==> src/rtl/cpu_ctrl_pkg.sv <==
// Shared definitions for the CPU control FSM: opcodes, state encoding,
// decoded instruction classes and the alu_op / wb_sel encodings.
package cpu_ctrl_pkg;

    localparam logic [3:0] OP_ADD   = 4'h0;
    localparam logic [3:0] OP_SUB   = 4'h1;
    localparam logic [3:0] OP_LOAD  = 4'h2;
    localparam logic [3:0] OP_STORE = 4'h3;
    localparam logic [3:0] OP_JUMP  = 4'h4;
    localparam logic [3:0] OP_HALT  = 4'hF;

    localparam logic ALU_ADD = 1'b0;
    localparam logic ALU_SUB = 1'b1;

    localparam logic WB_ALU = 1'b0;
    localparam logic WB_DM  = 1'b1;

    typedef enum logic [2:0] {
        ST_FETCH  = 3'd0,
        ST_DECODE = 3'd1,
        ST_EXEC   = 3'd2,
        ST_MEM    = 3'd3,
        ST_WB     = 3'd4,
        ST_HALT   = 3'd5
    } state_t;

    typedef enum logic [2:0] {
        CLS_NOP   = 3'd0,
        CLS_ADD   = 3'd1,
        CLS_SUB   = 3'd2,
        CLS_LOAD  = 3'd3,
        CLS_STORE = 3'd4,
        CLS_JUMP  = 3'd5,
        CLS_HALT  = 3'd6
    } op_class_t;

    // Any opcode not listed here behaves as a NOP.
    function automatic op_class_t classify(input logic [3:0] op);
        case (op)
            OP_ADD:   return CLS_ADD;
            OP_SUB:   return CLS_SUB;
            OP_LOAD:  return CLS_LOAD;
            OP_STORE: return CLS_STORE;
            OP_JUMP:  return CLS_JUMP;
            OP_HALT:  return CLS_HALT;
            default:  return CLS_NOP;
        endcase
    endfunction

endpackage

==> src/rtl/cpu_ctrl_decode.sv <==
// Combinational instruction decoder: splits the latched IR into its class
// and operand fields. Fields are extracted unconditionally; the FSM only
// uses the ones meaningful for the current class.
module cpu_ctrl_decode
    import cpu_ctrl_pkg::*;
#(
    parameter int PC_W = 8
) (
    input  logic [15:0]     ir,
    output op_class_t       op_class,
    output logic [3:0]      rd,
    output logic [3:0]      rs1,
    output logic [3:0]      rs2,
    output logic [7:0]      addr,
    output logic [PC_W-1:0] target
);

    // Field extraction; rd doubles as the source register of a STORE.
    always_comb begin
        op_class = classify(ir[15:12]);
        rd       = ir[11:8];
        rs1      = ir[7:4];
        rs2      = ir[3:0];
        addr     = ir[7:0];
        target   = ir[PC_W-1:0];
    end

endmodule

==> src/rtl/cpu_ctrl_fsm.sv <==
// Multi-cycle CPU control FSM: FETCH -> DECODE -> {EXEC -> WB | MEM [-> WB]
// | HALT}. Outputs are decoded from the current state and the latched IR.
// Optional retired-instruction counter enabled by CPU_CTRL_PERF_CNT_EN;
// without it retired_count is a constant zero.
// Data-memory handshake: dm_req rises in MEM and stays high with dm_we and
// dm_addr stable until dm_ready is sampled high on a rising clk edge; that
// edge completes the transfer. dm_ready is ignored in every other state.
module cpu_ctrl_fsm
    import cpu_ctrl_pkg::*;
#(
    parameter int PC_W  = 8,
    parameter int DM_AW = 8
) (
    input  logic             clk,
    input  logic             reset,
    input  logic [15:0]      instruction,
    input  logic             dm_ready,
    output logic             pc_inc,
    output logic             pc_load,
    output logic [PC_W-1:0]  pc_target,
    output logic [3:0]       rf_raddr1,
    output logic [3:0]       rf_raddr2,
    output logic [3:0]       rf_waddr,
    output logic             rf_we,
    output logic             wb_sel,
    output logic             alu_op,
    output logic             dm_req,
    output logic             dm_we,
    output logic [DM_AW-1:0] dm_addr,
    output logic             halted,
    output logic [31:0]      retired_count,
    output state_t           state_dbg
);

    state_t          state;
    state_t          state_nx;
    logic [15:0]     ir;
    op_class_t       op_class;
    logic [3:0]      rd;
    logic [3:0]      rs1;
    logic [3:0]      rs2;
    logic [7:0]      addr;
    logic [PC_W-1:0] target;

    cpu_ctrl_decode #(
        .PC_W (PC_W)
    ) u_decode (
        .ir       (ir),
        .op_class (op_class),
        .rd       (rd),
        .rs1      (rs1),
        .rs2      (rs2),
        .addr     (addr),
        .target   (target)
    );

    // State register.
    always_ff @(posedge clk or posedge reset) begin
        if (reset) begin
            state <= ST_FETCH;
        end else begin
            state <= state_nx;
        end
    end

    // Instruction register: captures the IM output during FETCH only.
    always_ff @(posedge clk or posedge reset) begin
        if (reset) begin
            ir <= '0;
        end else if (state == ST_FETCH) begin
            ir <= instruction;
        end
    end

    // Next-state and output decode; everything is forced low while reset
    // is asserted so outputs clear in the same time step as the reset.
    always_comb begin
        state_nx  = state;
        pc_inc    = 1'b0;
        pc_load   = 1'b0;
        pc_target = '0;
        rf_raddr1 = '0;
        rf_raddr2 = '0;
        rf_waddr  = '0;
        rf_we     = 1'b0;
        wb_sel    = WB_ALU;
        alu_op    = ALU_ADD;
        dm_req    = 1'b0;
        dm_we     = 1'b0;
        dm_addr   = '0;
        halted    = 1'b0;
        if (!reset) begin
            case (state)
                ST_FETCH: begin
                    pc_inc   = 1'b1;
                    state_nx = ST_DECODE;
                end
                ST_DECODE: begin
                    case (op_class)
                        CLS_ADD, CLS_SUB:    state_nx = ST_EXEC;
                        CLS_LOAD, CLS_STORE: state_nx = ST_MEM;
                        CLS_HALT:            state_nx = ST_HALT;
                        CLS_JUMP: begin
                            pc_load   = 1'b1;
                            pc_target = target;
                            state_nx  = ST_FETCH;
                        end
                        default:             state_nx = ST_FETCH;
                    endcase
                end
                ST_EXEC: begin
                    rf_raddr1 = rs1;
                    rf_raddr2 = rs2;
                    alu_op    = (op_class == CLS_SUB) ? ALU_SUB : ALU_ADD;
                    state_nx  = ST_WB;
                end
                ST_MEM: begin
                    dm_req  = 1'b1;
                    dm_we   = (op_class == CLS_STORE);
                    dm_addr = DM_AW'(addr);
                    if (op_class == CLS_STORE) begin
                        rf_raddr1 = rd;
                    end
                    if (dm_ready) begin
                        state_nx = (op_class == CLS_STORE) ? ST_FETCH : ST_WB;
                    end
                end
                ST_WB: begin
                    rf_we    = 1'b1;
                    rf_waddr = rd;
                    if (op_class == CLS_LOAD) begin
                        wb_sel = WB_DM;
                    end else begin
                        rf_raddr1 = rs1;
                        rf_raddr2 = rs2;
                        alu_op    = (op_class == CLS_SUB) ? ALU_SUB : ALU_ADD;
                    end
                    state_nx = ST_FETCH;
                end
                ST_HALT: begin
                    halted = 1'b1;
                end
                default: begin
                    state_nx = ST_FETCH;
                end
            endcase
        end
    end

    assign state_dbg = state;

`ifdef CPU_CTRL_PERF_CNT_EN
    logic        retire;
    logic [31:0] ret_cnt;

    // An instruction retires on the edge that leaves its final state.
    always_comb begin
        retire = 1'b0;
        if (!reset) begin
            case (state)
                ST_WB:     retire = 1'b1;
                ST_MEM:    retire = (op_class == CLS_STORE) && dm_ready;
                ST_DECODE: retire = (op_class == CLS_JUMP) || (op_class == CLS_NOP);
                default:   retire = 1'b0;
            endcase
        end
    end

    // Saturating retired-instruction counter.
    always_ff @(posedge clk or posedge reset) begin
        if (reset) begin
            ret_cnt <= '0;
        end else if (retire && (ret_cnt != 32'hFFFF_FFFF)) begin
            ret_cnt <= ret_cnt + 32'd1;
        end
    end

    assign retired_count = ret_cnt;
`else
    assign retired_count = '0;
`endif

endmodule

==> config.mk <==
export PLATFORM = sky130hd
export DESIGN_NAME = cpu_ctrl_fsm
export DESIGN_NICKNAME = d
export VERILOG_FILES = /design/src/rtl/cpu_ctrl_pkg.sv /design/src/rtl/cpu_ctrl_decode.sv /design/src/rtl/cpu_ctrl_fsm.sv
export SDC_FILE = /design/constraint.sdc
export NUM_CORES = 1
export LEC_CHECK = 0
export ABC_AREA = 1
export CAP_MARGIN = 20
export CORE_AREA = 2 2 64 66
export CTS_CLUSTER_DIAMETER = 150
export DETAILED_ROUTE_END_ITERATION = 8
export DIE_AREA = 0 0 66 68
export GPL_TIMING_DRIVEN = 1
export HOLD_SLACK_MARGIN = 0.15
export PLACE_DENSITY = 0.82
export SETUP_SLACK_MARGIN = 0.05
export SLEW_MARGIN = 15
export SYNTH_ARGS = -nofsm -noshare
export SYNTH_HDL_FRONTEND = slang
export SYNTH_SLANG_ARGS = --single-unit
export TNS_END_PERCENT = 20
==> constraint.sdc <==
create_clock -name clk -period 2.4 [get_ports clk]
set_input_delay 0.48 -clock clk [delete_from_list [all_inputs] [get_ports clk]]
set_output_delay 0.48 -clock clk [all_outputs]
set_load 0.01 [all_outputs]
==> qor.txt <==
Seq/Total Area, Yosys -> 0.3293
FMAX -> 431.4 MHz
row count -> 23
clk buf depth -> 2
vias in the first global route -> 1,283
crit-path cells -> nand2_1 > nor2_4 > nand2_4 > nor2_1 > clkdlybuf4s50_1
critical path class -> reg -> out
PortBufs -> 57
fin crit share -> 0.9659
layout cells sized above 1 -> 0.1464
complex-gate fraction of the synthesized area -> 0.06239
Synth Area per Inst -> 6.942 um2
HP Class -> reg -> reg
Setup Viol. Count Final -> 0
hold_sp -> ir[9]$_DFFE_PP0N_
Seq cells post-synth -> 19
Die Y -> 68 um
Ys Warns -> 0
Root Buffer -> clkbuf_8
Crit path buffers/inverters -> 1
final net count -> 300
r2r startpoint -> state_dbg[1]$_DFFE_PP0P_
critical path launch point -> state_dbg[1]$_DFFE_PP0P_
Placer Congestion -> 0.8644
# fillers -> 376
CTS Sinks -> 19
final wirelength -> 3618 um
initial core utilization -> 0.3744
slowest stage cell, crit path -> clkdlybuf4s50_1
initial antenna violation count -> 0
# placed instances -> 319
multiplexer share of the synthesized area -> 0
Worst-Skew Late Latency -> 0.27 ns
area delta synth->final -> 46.53%
crit path DAT -> 1.84 ns
CTS tree -> yes
CTS buffer count -> 3
Routed Antenna Nets -> 0
maximum vdd drop -> 0.6277 mV
cts hold-fix bufs -> 0
boundary pin count -> 90
DRC Markers -> 0
die width -> 66 um
GRT Resource Usage Total -> 0.1639
Yosys cell types -> 20
largest family of logic cells by synthesized area -> simple AND/OR/NAND/NOR gates
Cell Count, Final, Fillers Out -> 330
Simple-Gate Fraction of Synth Area -> 0.3423
worst stage delay on the critical path -> 0.55 ns
MaxCap Viol Count -> 0
DIE AREA -> 4488 um2
adder-cell share of the synthesized area -> 0
Post-Synthesis Cells -> 208
startpoint types -> flip-flop
DP HPWL -> 2815 um
Post-Synth XOR/XNOR Area -> 0
setup TNS -> 0 ns
min Tclk post-route -> 2.318 ns
ant diodes -> 0
Slew Viols, Final -> 0
First-pass DRT Iterations -> 4
Fin Clk Skew -> 0.006280 ns
1st-iter DRT viols -> 43
via count -> 1,439
Design Power -> 1.973 mW
family with the most delay on the worst path -> buffers and inverters
CTS H-tree lvls -> 1
Synth Cell Area -> 1444 um2
Core Area -> 3856 um2
R2R setup slack -> 1.06 ns
vias per inst -> 4.361
CP Data Required Time -> 1.92 ns
grt ovf -> 0
first-pass GRT wire length -> 5623 um
pin count of the biggest net entering global routing -> 34
crit-path max FO -> 9
power per cell area -> 932.4 nW/um2
Setup crit end kind -> primary output
RSZ-0062 raised after global routing -> true
Worst-path clk slew -> 0.08 ns
status -> finished clean
Routed WL per cell -> 10.96 um
Static Leak -> 1.340 nW
Hold Fails Final Rpt -> 0
## layout by cell type (no fill, tap or decap), types with 3 or more instances in the layout
cell type | netlist | layout
a21oi_1 | 17 | 16
buf_4 | 35 | 18
clkbuf_8 | 0 | 3
clkdlybuf4s50_1 | 0 | 27
conb_1 | 1 | 32
dfrtp_1 | 19 | 17
dlygate4sd2_1 | 0 | 19
dlymetal6s2s_1 | 0 | 10
inv_1 | 25 | 25
inv_2 | 4 | 4
nand2_1 | 28 | 27
nand3_1 | 13 | 13
nand4_1 | 3 | 3
nor2_1 | 45 | 44
nor2_4 | 2 | 3
nor3_1 | 4 | 4
nor3_4 | 3 | 3
## worst paths after layout
kind / endpoint / cells past startpoint
max: dm_addr[3] / 5
min: ir[9]$_DFFE_PP0N_ / 2
min reg2reg: ir[9]$_DFFE_PP0N_ / 2
max in group asynchronous: state_dbg[0]$_DFFE_PP0P_ / 4
min in group asynchronous: ir[9]$_DFFE_PP0N_ / 4
max reg2reg: state_dbg[0]$_DFFE_PP0P_ / 6
## repair_timing
action                                  4_1_cts  5_1_grt
gates resized for setup                      25       12
endpoints found under the setup margin       34       14
setup buffers                                 2        5
pin swaps                                     1        2
## cells by family after synthesis
| family | after synthesis |
|---|---|
| and+or+nand+nor | 104 |
| AOI/OAI and AO/OA | 18 |
| other | 1 |
| buffers and inverters | 66 |
| DFF | 19 |
## cell type report
type	count	area (um2)	area share
tap	50	62.56	0.02957
timing repair buffer	74	696.9	0.3294
clock buffer	3	41.29	0.01952
multi-input combinational	154	723.2	0.3418
inverter	29	108.9	0.05145
clock inverter	1	5.005	0.002365
sequential	19	478.0	0.2259
## synthesized netlist by cell type, drive strengths merged
cell type   n  area, um2
a21oi      17      85.08
nor2       48      197.7
conb        1      3.750
buf        36      267.8
dfrtp      19      475.5
clkbuf      1      3.750
nor3        7      68.82
nand4       3      18.77
nand2      30      117.6
o21ai       1      5.000
inv        29      108.9
nand3      15      85.08
nor4        1      6.260
## layer usage
| layer | GRT usage | wire, um | share of wire |
|---|---|---|---|
| met1 | 0.2088 | 1573 | 0.43 |
| met2 | 0.2639 | 1626 | 0.45 |
| met3 | 0.04441 | 348 | 0.096 |
| met4 | 0.06888 | 69 | 0.019 |
| met5 | 0 | 0 | 0 |
## report_power, final
| group | leakage [nW] | internal, mW | switching, mW |
|---|---|---|---|
| combinational | 1.10 | 0.449 | 0.687 |
| sequential | 0.215 | 0.486 | 0.117 |
| clock | 0.0255 | 0.116 | 0.117 |
| total | 1.34 | 1.05 | 0.922 |
## per-stage QoR
stage / area (um2) / util / hold WS (ns) / worst slack, ns
3_3_place_gp: 1997 / 0.5178 / 0.5247 / -0.009190
2_1_floorplan: 1560 / - / 0.5045 / 0.4220
4_1_cts: 2043 / 0.5299 / 0.5402 / -0.05996
6_report: 2116 / 0.5487 / 0.5393 / 0.08178
3_5_place_dp: 1997 / 0.5178 / 0.5285 / -0.1038
5_1_grt: 2116 / 0.5487 / 0.5757 / -0.01583
## registers in the layout (all words and copies together) (netlist names)
| signal | flops |
|---|---|
| ir | 16 |
| state_dbg | 3 |
## worst min-delay path, delay by kind of cell, from the launching register on
kind | cells | cell delay (ns)
flops | 1 | 0.38
buf+inv | 1 | 0.07
compound gates | 1 | 0.05
Power figures use the tool's default switching activity.
